[src/rtl/gate_pkg.sv]
// Shared types and the per-bit gate function for the gate_array_pipe datapath.
package gate_pkg;

  typedef enum logic [2:0] {
    GATE_NAND  = 3'd0,
    GATE_AND   = 3'd1,
    GATE_OR    = 3'd2,
    GATE_NOR   = 3'd3,
    GATE_XOR   = 3'd4,
    GATE_XNOR  = 3'd5,
    GATE_NOT_A = 3'd6,
    GATE_BUF_A = 3'd7
  } gate_op_e;

  localparam int unsigned STAGES_MIN = 1;
  localparam int unsigned STAGES_MAX = 4;

  // Single-bit evaluation; the top applies it across the operand width.
  function automatic logic gate_eval(input gate_op_e op, input logic a, input logic b);
    logic r;
    case (op)
      GATE_NAND:  r = ~(a & b);
      GATE_AND:   r = a & b;
      GATE_OR:    r = a | b;
      GATE_NOR:   r = ~(a | b);
      GATE_XOR:   r = a ^ b;
      GATE_XNOR:  r = ~(a ^ b);
      GATE_NOT_A: r = ~a;
      GATE_BUF_A: r = a;
      default:    r = a;
    endcase
    return r;
  endfunction

endpackage

[src/rtl/gate_pipe_stage.sv]
// One elastic register stage: loads whenever it is empty or its successor advances.
module gate_pipe_stage #(
  parameter int unsigned W = 9
) (
  input  logic         clk,
  input  logic         rst,
  input  logic         valid_i,
  input  logic [W-1:0] data_i,
  output logic         ready_o,
  output logic         valid_o,
  output logic [W-1:0] data_o,
  input  logic         ready_i
);

  logic         valid_q, valid_d;
  logic [W-1:0] data_q, data_d;
  logic         adv_c;

  assign adv_c = !valid_q || ready_i;

  always_comb begin
    valid_d = valid_q;
    data_d  = data_q;
    if (adv_c) begin
      valid_d = valid_i;
      if (valid_i) data_d = data_i;
    end
  end

  always_ff @(posedge clk or posedge rst) begin
    if (rst) begin
      valid_q <= 1'b0;
      data_q  <= '0;
    end else begin
      valid_q <= valid_d;
      data_q  <= data_d;
    end
  end

  assign ready_o = adv_c;
  assign valid_o = valid_q;
  assign data_o  = data_q;

endmodule

[src/rtl/gate_array_pipe.sv]
// Bitwise gate array with an elastic STAGES-deep result pipeline, parity and
// a saturating count of completed output transfers.
module gate_array_pipe
  import gate_pkg::*;
#(
  parameter int unsigned WIDTH  = 8,
  parameter int unsigned STAGES = 2,
  parameter int unsigned CNT_W  = 16
) (
  input  logic             clk,
  input  logic             rst,
  input  logic             in_valid,
  output logic             in_ready,
  input  logic [2:0]       op,
  input  logic [WIDTH-1:0] a,
  input  logic [WIDTH-1:0] b,
  output logic             out_valid,
  input  logic             out_ready,
  output logic [WIDTH-1:0] y,
  output logic             y_par,
  input  logic             cnt_clr,
  output logic [CNT_W-1:0] out_cnt
);

  localparam int unsigned PW = WIDTH + 1;

  logic [WIDTH-1:0] res_c;
  logic             par_c;
  logic             valid_s [STAGES+1];
  logic             ready_s [STAGES+1];
  logic [PW-1:0]    data_s  [STAGES+1];
  logic [CNT_W-1:0] cnt_q, cnt_d;
  logic             out_xfer_c;

  always_comb begin
    res_c = '0;
    for (int i = 0; i < int'(WIDTH); i++) begin
      res_c[i] = gate_eval(gate_op_e'(op), a[i], b[i]);
    end
  end

  // Parity travels with the result so the output never recomputes it.
  assign par_c      = ^res_c;
  assign valid_s[0] = in_valid;
  assign data_s[0]  = {par_c, res_c};
  assign ready_s[STAGES] = out_ready;

  for (genvar i = 0; i < int'(STAGES); i++) begin : g_stage
    gate_pipe_stage #(.W(PW)) u_stage (
      .clk     (clk),
      .rst     (rst),
      .valid_i (valid_s[i]),
      .data_i  (data_s[i]),
      .ready_o (ready_s[i]),
      .valid_o (valid_s[i+1]),
      .data_o  (data_s[i+1]),
      .ready_i (ready_s[i+1])
    );
  end

  assign in_ready   = ready_s[0] && !rst;
  assign out_valid  = valid_s[STAGES];
  assign y          = data_s[STAGES][WIDTH-1:0];
  assign y_par      = data_s[STAGES][WIDTH];
  assign out_xfer_c = out_valid && out_ready;

  // Clear has priority over a coincident transfer; count holds at all-ones.
  always_comb begin
    cnt_d = cnt_q;
    if (cnt_clr) begin
      cnt_d = '0;
    end else if (out_xfer_c && (cnt_q != {CNT_W{1'b1}})) begin
      cnt_d = cnt_q + CNT_W'(1);
    end
  end

  always_ff @(posedge clk or posedge rst) begin
    if (rst) cnt_q <= '0;
    else     cnt_q <= cnt_d;
  end

  assign out_cnt = cnt_q;

endmodule
[config.mk]
export PLATFORM = sky130hd
export DESIGN_NAME = gate_array_pipe
export DESIGN_NICKNAME = d
export VERILOG_FILES = /design/src/rtl/gate_pkg.sv /design/src/rtl/gate_pipe_stage.sv /design/src/rtl/gate_array_pipe.sv
export SDC_FILE = /design/constraint.sdc
export NUM_CORES = 1
export LEC_CHECK = 0
export BUFFER_PORTS_ARGS = -buffer_cell sky130_fd_sc_hd__buf_2
export CAP_MARGIN = 30
export CORE_ASPECT_RATIO = 1.25
export CORE_MARGIN = 2
export CORE_UTILIZATION = 29
export DETAILED_ROUTE_END_ITERATION = 16
export PLACE_DENSITY_LB_ADDON = 0.2
export RECOVER_POWER = 100
export SLEW_MARGIN = 20
export SYNTH_ARGS = -nofsm -noshare
export SYNTH_HDL_FRONTEND = slang
export SYNTH_SLANG_ARGS = --single-unit
[constraint.sdc]
create_clock -name clk -period 2.3 [get_ports clk]
set_clock_uncertainty 0.05 [all_clocks]
set_input_delay 0.23 -clock clk [delete_from_list [all_inputs] [get_ports clk]]
set_output_delay 0.23 -clock clk [all_outputs]
set_load 0.02 [all_outputs]
## Word-level counts from Yosys, hierarchy flattened

Index checks and enable logic that the tools add are counted.
Widths: inputs -> output; s select.

| storage, ports and cells | value |
|---|---|
| output and inout bits | 27 |
| logic and storage cells | 93 |
| input port bits | 24 |
| register bits after elaboration | 36 |

| cells by class | value |
|---|---|
| $add $sub $neg | 1 |
| eq/ne operators | 8 |
| muxes and demuxes | 10 |
| bitwise operators | 56 |
| reductions and logical operators | 13 |

Operators by type and width:

| cell | count |
|---|---|
| $pmux 1 s8 | 8 |
| $mux 16 | 2 |
| $not 1->1 | 32 |
| $add 16x1->16 const B | 1 |
| $ne 16x16->1 const B | 1 |
| $eq 3x3->1 const B | 4 |
| $and 1x1->1 | 8 |
| $or 1x1->1 | 8 |
| $reduce_xor 8->1 | 1 |
| $xor 1x1->1 | 8 |
| $eq 3x2->1 const B | 2 |
| $reduce_and 2->1 | 2 |
| $eq 3x1->1 const B | 1 |
| $logic_and 1x1->1 | 3 |
| $logic_not 1->1 | 3 |
| $logic_not 3->1 | 1 |
| $logic_or 1x1->1 | 2 |
| $reduce_bool 2->1 | 1 |

## Logic depth before layout (Yosys ltp)

Gate-level depths: netlist of the first run.

| depth | value |
|---|---|
| depth in word-level cells | 4 |
| depth in mapped cells | 9 |

## Modules after synthesis

A second synthesis of the first run with hierarchy kept.

| second synthesis, totals | value |
|---|---|
| cell total of the unflattened synthesis | 231 |
| area total of the unflattened synthesis | 2499.9 sq um |

Modules (own cells, without submodules):

| module | sequential area each (sq um) | cells an instance | area each (sq um) | times used |
|---|---|---|---|---|
| gate_array_pipe | 400.4 | 185 | 1641.6 | 1 |
| gate_pipe_stage | 250.2 | 23 | 429.2 | 2 |

## Worst setup path before layout of the first run

Ideal clock, no wire load.

| timing | value |
|---|---|
| path type | input port to flip-flop |
| start point | input port a[1] |
| end point | register g_stage[0].u_stage.data_q[8] |
| data required time | 2.124 ns |
| slack | 0.219 ns |
| buffers on the path | 0 |
| setup time | 0.126 ns |
| arrival | 1.906 ns |
| cell stages on the path | 9 |
| path through | inv_1 -> ha_1 -> inv_1 -> mux4_2 -> xor2_2 -> xnor3_1 -> xnor2_1 -> xnor2_1 -> o21ai_1 |

| on the way | value |
|---|---|
| cells in the longest elaborated chain, start to end | 4 |
| elaborated cells on any way between the ends | 9 |

Ends and longest elaborated chain:

| element | RTL line | RTL |
|---|---|---|
| start, declared | gate_array_pipe.sv:15 | `input logic [WIDTH-1:0] a,` |
| $xor 1x1->1 (tied with other cells) | gate_pkg.sv:26, gate_pkg.sv:27 |  |
| $not 1->1 (on tied branches) | gate_pkg.sv:27, gate_pkg.sv:22, gate_pkg.sv:25 |  |
| $pmux 1 s8 (*) | gate_pkg.sv:21 | `case (op)` |
| $reduce_xor 8->1 (*) | gate_array_pipe.sv:43 | `assign par_c = ^res_c;` |
| end signal, assigned | gate_pipe_stage.sv:36 | `data_q <= data_d;` |
| end, declared | gate_pipe_stage.sv:16 | `logic [W-1:0] data_q, data_d;` |

Mark *: on every way between the ends. The rest lies on a longest branch, timed or not.
A chain may end at the register's enable or synchronous reset.

## Worst setup path after layout of the first run

| timing | value |
|---|---|
| start point | input port a[7] |
| end point | register g_stage[0].u_stage.data_q[8] |

Same word-level chain as after synthesis.

==> results of run 1 <==
[state kept, by name (all words and copies together) (netlist names)]
name / cells
g_stage.u_stage.valid_o: 2
g_stage.u_stage.data_o: 18
out_cnt: 16
[what timing repair did]
item                      in CTS  in global routing
hold endpoints to repair       0                  3
buffers inserted               0                  0
hold buffers                   0                  1
[worst max-delay path: stages]
cell and delay, ns:
buf_2 0.12, inv_1 0.05, ha_1 0.31, xnor2_1 0.13, mux4_1 0.51, xnor3_1 0.37
xnor2_1 0.17, xnor2_1 0.14, o21ai_1 0.07
[per-stage QoR]
| stage | area, sq um | util | power [mW] |
|---|---|---|---|
| detailed placement | 2724 | 0.3343 | 1.309 |
| CTS | 2816 | 0.3457 | 1.776 |
| floorplan | 2420 | - | 1.213 |
| global placement | 2724 | 0.3343 | 1.298 |
| finish | 2790 | 0.3424 | 1.722 |
| global route | 2790 | 0.3424 | 1.853 |
[metal layers]
metal	vias up	routed length [microns]
met5	-	0
met4	0	72
met3	6	296
met2	47	2129
met1	829	1984
li1	904	-
[cell usage after synthesis (all sizes together), types with 2 or more instances]
cell type  instances
or3                5
buf               14
o21ai             16
nor2b              4
mux4               6
a21oi              6
nor3b              3
a2bb2oi            2
xor2              15
ha                17
nand3              7
clkbuf             3
nor2              18
nand2             21
and4               2
mux2              10
or2                2
mux2i              4
nand4              3
nand2b             3
dfrtp             36
xnor2             16
inv               23
[cells by family after synthesis]
group,Yosys count,synth area share
buf+inv,40,0.08221
flops,36,0.3723
simple gates,73,0.1525
fa+ha+maj,17,0.08790
compound gates,26,0.05998
xor+xnor,32,0.1246
mux,20,0.1205
[power by group through the flow]
stage | Sequential [mW] | Combinational [mW] | Clock [mW]
floorplan | 0.794 | 0.419 | 0
global placement | 0.793 | 0.505 | 0
detailed placement | 0.797 | 0.512 | 0
CTS | 0.784 | 0.512 | 0.480
global route | 0.797 | 0.544 | 0.512
finish | 0.781 | 0.484 | 0.457
[how the worst max path moves through the flow]
stage	slack (ns)	startpoint	to	cells after the start
3_3_place_gp	0.02	a[1]	g_stage[0].u_stage.data_o[8]	10
3_5_place_dp	-0.02	a[7]	g_stage[0].u_stage.data_o[8]	9
2_1_floorplan	0.22	a[1]	g_stage[0].u_stage.data_o[8]	9
5_1_grt	0.17	a[7]	g_stage[0].u_stage.data_o[8]	9
4_1_cts	0.29	a[7]	g_stage[0].u_stage.data_o[8]	9
6_report	0.30	a[7]	g_stage[0].u_stage.data_o[8]	9
[final cells by class]
| type | instances | area, sq um | share of cell area |
|---|---|---|---|
| Sequential cell | 36 | 900.9 | 0.3229 |
| Inverter | 23 | 86.33 | 0.03094 |
| Timing Repair Buffer | 58 | 269.0 | 0.09641 |
| Tap cell | 97 | 121.4 | 0.04350 |
| Clock buffer | 6 | 82.58 | 0.02960 |
| Multi-Input combinational cell | 168 | 1320 | 0.4731 |
| Clock inverter | 2 | 10.01 | 0.003587 |
==> run summary, run 1 <==
Ratio of routed vias to standard cells - 4.579
Crit path launch type - input pin
Hold-critical path depth - 2
Data arrival, critical path - 2.10 ns
Number of enable flip-flop cells after synthesis - 0
Met3 GRT Util - 0.02873
Post-placement setup slack - -0.02407 ns
Share of post-route cells with drive strength above 1 - 0.1843
Number of gates resized after cts - 0
Detail-routed net length per standard cell - 11.49 microns
Clock period minus final worst setup slack - 1.998 ns
Max-Cap Viols - 0
Maximum vdd drop - 277.2 uV
Total Nets Final - 333
Placeable core area - 8148 sq um
Root Buffer - clkbuf_8
Sort of element at the end of the critical path - flip-flop
Share of the synthesized area in the top cell type - 0.3723
Post-layout instance count excluding filler cells - 390
Net count after synthesis - 285
Placed cell count - 380
Synth top area cells - dfrtp_1, ha_1, xnor2_1
Post-detailed-route DRC marker count - 0
Worst Setup Slack, final - 0.3018 ns
Synthesis-stage register bit count - 36
Standard-cell rows - 37
Hold Startpoint - in_valid
Final hold slack - 0.09768 ns
WL final - 4482 microns
Max clock buf depth - 2
Unrepaired setup endpoints after global routing - false
Routing usage on met1 - 0.1260
Count of routing violations after the opening detailed-route iteration - 32
Synth warnings - 0
Internal power of the cells - 1.187 mW
Post-Syn Area - 2420 sq um
Effective utilization at floorplan - 0.2970
Final number of hold-violating endpoints - 0
Switching share of power - 0.3106
Inserted Clock Buffers - 5
Via count of the first global-routing pass - 1664
Portion of total power attributed to sequential cells - 0.454
Residual overflow from global routing - 0
Transition time at the pin with the least slew margin - 1.083 ns
HP Class - input pin to flip-flop
Final slew viol count - 0
Final setup TNS - 0 ns
Pleak - 1.285 nW
Die area - 9095 sq um
Net load switching power - 0.5347 mW
Run status - finished, final reports clean
Number of antenna violations at the first check in global routing - 0
Most instantiated flip-flop cell in the synthesis netlist - dfrtp_1
# diodes - 0
Register-to-register setup slack - 0.40 ns
Number of filler instances in the final layout - 864
Period Utilization, post-route - 0.8688
Most common library cell in the layout ignoring fill and taps - dfrtp_1
Data required time of the worst path - 2.41 ns
# clock sinks - 36
Worst Reg2Reg Path Length in Cells - 6
RD Place Congestion - 0.7556
Detailed Routing Iterations Pass 1 - 4
WS Path Type - input pin to flip-flop
Post-Synthesis Cells - 244
Combinational Power Share - 0.281
Clock Power Share - 0.265
Die width - 85.70 microns
Max_slew headroom - 0.2777
Destination of the worst register-to-register timing path - out_cnt[12]
Cell taking the most area after synthesis - dfrtp_1
IO Count - 51
Via total after detailed routing - 1786
Syn-to-layout area delta - 15.31%
Unique cell type count in the Yosys netlist - 37
Global-route wire length before repair - 7762 microns
Number of endpoints failing setup at the final stage - 0
Clock-pin slew reported for the worst setup and hold paths after clock tree synthesis - 0.07 ns
Leading cell types in the layout, fill and taps excluded - dfrtp_1, clkbuf_1, inv_1
Level count of the clock H-tree - 2
Most used routing layer - met2
Power density normalized to cell area - 617.1 nW/um^2
Floorplan die height - 106.1 microns
Pin count of the biggest net entering global routing - 22
Mean Syn Cell Area - 9.917 sq um
Combined global-route utilization of all metal layers - 0.1063
Remaining antenna violation count after routing - 0
Worst-skew pair later-pin latency - 0.28 ns
Clock tree from TritonCTS - yes
Reg-to-Reg Start - out_cnt[3]
Largest fanout of any net on the critical path - 4
Fmax achieved - 500.4 MHz
Proportion of register bits with asynchronous set or reset after synthesis - 1.000
Met2 capacity usage during global routing - 0.1830
Post-DP HPWL - 3571 microns
Buffers added on ports - 50
Hold Path End - g_stage[0].u_stage.valid_o
Sequential cell area fraction in the yosys report - 0.3723
(Power assumes the default switching activity.)
==> run 2: changes to the inputs <==
- CORE_MARGIN: 2 -> default
==> run summary, run 2 (same netlist as run 1, synthesis figures left out) <==
Combined global-route utilization of all metal layers - 0.1095
Run status - finished, final reports clean
Number of antenna violations at the first check in global routing - 0
Max_slew headroom - 0.5065
Switching share of power - 0.3114
Die area - 8716 sq um
Transition time at the pin with the least slew margin - 0.7395 ns
Routed metal-1 wire length - 2222 microns
Period Utilization, post-route - 0.8757
Root Buffer - clkbuf_8
RD Place Congestion - 0.7340
Remaining antenna violation count after routing - 0
Area taken by flip-flops and latches - 900.9 sq um
Data arrival, critical path - 2.13 ns
WL final - 4560 microns
Detail-routed net length per standard cell - 11.75 microns
IO Count - 51
Power density normalized to cell area - 624.2 nW/um^2
Final setup TNS - 0 ns
Flip-flop count of the largest register, all copies and words added - 18
Pin count of the biggest net entering global routing - 20
Max clock buf depth - 2
Internal power of the cells - 1.192 mW
Global-route wire length before repair - 7831 microns
Data required time of the worst path - 2.42 ns
Ratio of routed vias to standard cells - 4.582
Portion of total power attributed to sequential cells - 0.451
Via count of the first global-routing pass - 1753
Unrepaired setup endpoints after global routing - false
Uppermost routed layer - met4
Clock period minus final worst setup slack - 2.014 ns
Maximum vdd drop - 283.5 uV
Sort of element at the end of the critical path - flip-flop
Count of routing violations after the opening detailed-route iteration - 36
Clock tree from TritonCTS - yes
Combinational Power Share - 0.280
HP Class - input pin to asynchronous set/reset pin
Syn-to-layout area delta - 14.58%
Clock-pin slew reported for the worst setup and hold paths after clock tree synthesis - 0.07 ns
# clock sinks - 36
Multi-input gate area in the final layout - 1313 sq um
Post-DP HPWL - 3497 microns
Crit path launch type - input pin
Number of gates resized after cts - 0
Via total after detailed routing - 1778
Level count of the clock H-tree - 2
CTS Hold Buffers Added - 0
Standard-cell rows - 36
Buffers added on ports - 50
Max-Cap Viols - 0
Residual overflow from global routing - 0
Most common library cell in the layout ignoring fill and taps - dfrtp_1
Inserted Clock Buffers - 5
Clock Power Share - 0.269
Placeable core area - 7928 sq um
Total Nets Final - 333
Setup bufs post-CTS - 0
Effective utilization at floorplan - 0.3052
Largest fanout of any net on the critical path - 3
Detailed-routed wire length on met3 - 217 microns
Worst-skew pair later-pin latency - 0.29 ns
Final hold slack - 0.01190 ns
Floorplan die height - 104.1 microns
WS Path Type - input pin to flip-flop
Pleak - 1.273 nW
Post-detailed-route DRC marker count - 0
Number of filler instances in the final layout - 841
Detailed Routing Iterations Pass 1 - 4
Final number of hold-violating endpoints - 0
Fmax achieved - 496.5 MHz
Net load switching power - 0.5389 mW
Die width - 83.70 microns
# diodes - 0
Final slew viol count - 0
Number of endpoints failing setup at the final stage - 0
Leading cell types in the layout, fill and taps excluded - dfrtp_1, clkbuf_1, inv_1
Met2 routed WL - 2043 microns
Share of post-route cells with drive strength above 1 - 0.1706
run 2: power by group through the flow:
stage          clock network, mW  registers [mW]  logic, mW
2_1_floorplan                  0           0.794      0.419
3_3_place_gp                   0           0.789      0.512
3_5_place_dp                   0           0.792      0.518
4_1_cts                    0.480           0.779      0.519
5_1_grt                    0.502           0.794      0.546
6_report                   0.465           0.781      0.485
run 2: metrics by stage:
step,cells,utilization,power (mW),cell area (sq um),setup slack [ns]
3_3_place_gp,380,0.3452,1.301,2736,0.04589
2_1_floorplan,244,-,1.213,2420,0.2187
6_report,388,0.3497,1.731,2773,0.2858
3_5_place_dp,380,0.3452,1.310,2736,0.02750
5_1_grt,388,0.3497,1.842,2773,0.1268
4_1_cts,388,0.3565,1.778,2826,0.3277
run 2: worst max-delay path, cell delays in order:
cell and delay [ns]:
buf_2 0.10, inv_1 0.04, ha_1 0.26, inv_1 0.03, mux4_2 0.45, xor2_1 0.20, xnor3_1 0.44, xnor2_1 0.17
xnor2_1 0.13, o21ai_1 0.07
run 2: area by class of cell:
class | instances | share of cell area
inverters | 23 | 0.03114
flip-flops and latches | 36 | 0.3249
clock buffers | 8 | 0.03249
well taps | 95 | 0.04287
repair buffers | 58 | 0.09522
multi-input cells | 168 | 0.4734
run 2: path summary, 6_finish.rpt:
kind                                                   start                            to  slack, ns  cells after the start
max in group asynchronous                                rst  g_stage[0].u_stage.data_o[7]       1.17                      3
worst max-delay path                                    a[1]  g_stage[0].u_stage.data_o[8]       0.29                     10
worst max register to register                    out_cnt[3]                   out_cnt[12]       0.42                      6
worst min register to register  g_stage[0].u_stage.data_o[4]  g_stage[0].u_stage.data_o[4]       0.43                      2
min in group clk                                    in_valid    g_stage[0].u_stage.valid_o       0.10                      2
worst min-delay path                                     rst                    out_cnt[8]       0.01                      2
run 2: layer usage:
metal / track usage / up-vias
met4: 0.03995 / 0
met5: 0 / -
met2: 0.1876 / 51
met1: 0.1347 / 818
li1: - / 903
met3: 0.02302 / 6
==> run 3: changes to the inputs <==
- clock period: 2.3 -> 2.2 ns (I/O delays scaled with it)
==> run summary, run 3 (same netlist as run 1, synthesis figures left out) <==
IO Count - 51
Crit. path cell count - 10
Cell-by-cell trace of the critical path - buf_2 -> inv_1 -> ha_1 -> inv_1 -> mux4_2 -> xor2_2 -> xnor3_1 -> xnor2_1 -> xnor2_1 -> o21ai_1
Family with the most delay on the worst path - XOR/XNOR gates
Transition time at the pin with the least slew margin - 0.7506 ns
Final setup TNS - 0 ns
Die width - 83.70 microns
Hold Startpoint - in_valid
Data arrival, critical path - 2.08 ns
Final slew viol count - 0
Area after DPL - 2729 sq um
Via count of the first global-routing pass - 1743
Buffers added on ports - 50
Floorplan die height - 104.1 microns
HP Class - input pin to flip-flop
RD Place Congestion - 0.7288
Share of post-route cells with drive strength above 1 - 0.1843
Leading cell types in the layout, fill and taps excluded - dfrtp_1, clkbuf_1, inv_1
Effective utilization at floorplan - 0.3052
Max-Cap Viols - 0
Number of filler instances in the final layout - 855
Fmax achieved - 508.8 MHz
Via total after detailed routing - 1766
Most common library cell in the layout ignoring fill and taps - dfrtp_1
Max_slew headroom - 0.4996
Remaining antenna violation count after routing - 0
Maximum vdd drop - 246.5 uV
Power density normalized to cell area - 647.6 nW/um^2
Pin count of the biggest net entering global routing - 31
Root Buffer - clkbuf_8
Detail-routed net length per standard cell - 11.44 microns
Critical path startpoint - a[1]
Run status - finished, final reports clean
Syn-to-layout area delta - 15.31%
Count of routing violations after the opening detailed-route iteration - 32
Die area - 8716 sq um
Clock-pin slew reported for the worst setup and hold paths after clock tree synthesis - 0.07 ns
Largest fanout of any net on the critical path - 3
Worst path slowest cell - mux4_2
Inserted Clock Buffers - 5
Number of antenna violations at the first check in global routing - 0
Pleak - 1.285 nW
Clock period minus final worst setup slack - 1.965 ns
WL final - 4439 microns
Setup bufs post-CTS - 0
Placeable core area - 7928 sq um
Crit path launch type - input pin
Hold-critical path depth - 2
WS Path Type - input pin to flip-flop
Clock tree from TritonCTS - yes
Worst Reg2Reg Path Length in Cells - 6
Routing usage on met1 - 0.1367
Max clock buf depth - 2
Post-DP HPWL - 3447 microns
Level count of the clock H-tree - 2
Delay contributed by the slowest stage of the critical path - 0.48 ns
Area taken by flip-flops and latches - 900.9 sq um
Ratio of routed vias to standard cells - 4.552
# clock sinks - 36
# diodes - 0
Number of endpoints failing setup at the final stage - 0
Met2 capacity usage during global routing - 0.1876
Post-detailed-route DRC marker count - 0
Most used routing layer - met2
Design Area, Final - 2790 sq um
Combined global-route utilization of all metal layers - 0.1123
Residual overflow from global routing - 0
Total Nets Final - 333
Worst-skew pair later-pin latency - 0.29 ns
Reg-to-Reg Start - out_cnt[3]
Number of buffers and inverters on the critical path - 3
Global-route wire length before repair - 7969 microns
Data required time of the worst path - 2.32 ns
Period Utilization, post-route - 0.8934
Multi-input gate area in the final layout - 1320 sq um
Unrepaired setup endpoints after global routing - false
Detailed Routing Iterations Pass 1 - 4
Met3 GRT Util - 0.03095
Flip-flop count of the largest register, all copies and words added - 18
Sort of element at the end of the critical path - flip-flop
Final number of hold-violating endpoints - 0
Finished Core Util - 0.3520
Standard-cell rows - 36
[run 3: metrics by stage]
stage	worst slack (ns)	power (mW)	instances	hold WS [ns]
after floorplan	0.1287	1.268	244	0.2784
after detailed placement	-0.07798	1.367	379	0.1275
after global placement	-0.04584	1.358	379	0.1276
final	0.2345	1.807	388	0.09275
after global routing	0.1044	1.933	388	0.1094
after CTS	0.2335	1.860	388	0.08300
[run 3: metal layers]
metal,up-vias,share of wire
met4,0,0.012
met2,53,0.47
met5,-,0
li1,899,-
met1,808,0.46
met3,6,0.058
[run 3: final timing paths]
kind	to	slack, ns
setup / recovery	g_stage[0].u_stage.data_o[8]	0.23
hold / removal	g_stage[0].u_stage.valid_o	0.09
setup reg to reg	out_cnt[13]	0.30
hold reg to reg	g_stage[0].u_stage.data_o[4]	0.43
max in group asynchronous	out_cnt[2]	0.74
min in group asynchronous	out_cnt[14]	0.36
[run 3: layout make-up]
type | instances | share of cell area
timing repair buffer | 58 | 0.09731
clock inverter | 2 | 0.003587
clock buffer | 6 | 0.02960
sequential | 36 | 0.3229
tap | 95 | 0.04260
multi-input combinational | 168 | 0.4731
inverter | 23 | 0.03094
[run 3: repair_timing]
action,4_1_cts,5_1_grt
gates resized for setup,0,0
hold buffers,1,0
setup endpoints to repair,0,0
hold endpoints to repair,6,0
[run 3: report_power, final]
| group | internal (mW) | leakage (nW) | switching, mW |
|---|---|---|---|
| Sequential | 0.761 | 0.463 | 0.0521 |
| Clock | 0.250 | 0.0510 | 0.236 |
| Combinational | 0.231 | 0.771 | 0.277 |
| Total | 1.24 | 1.29 | 0.565 |
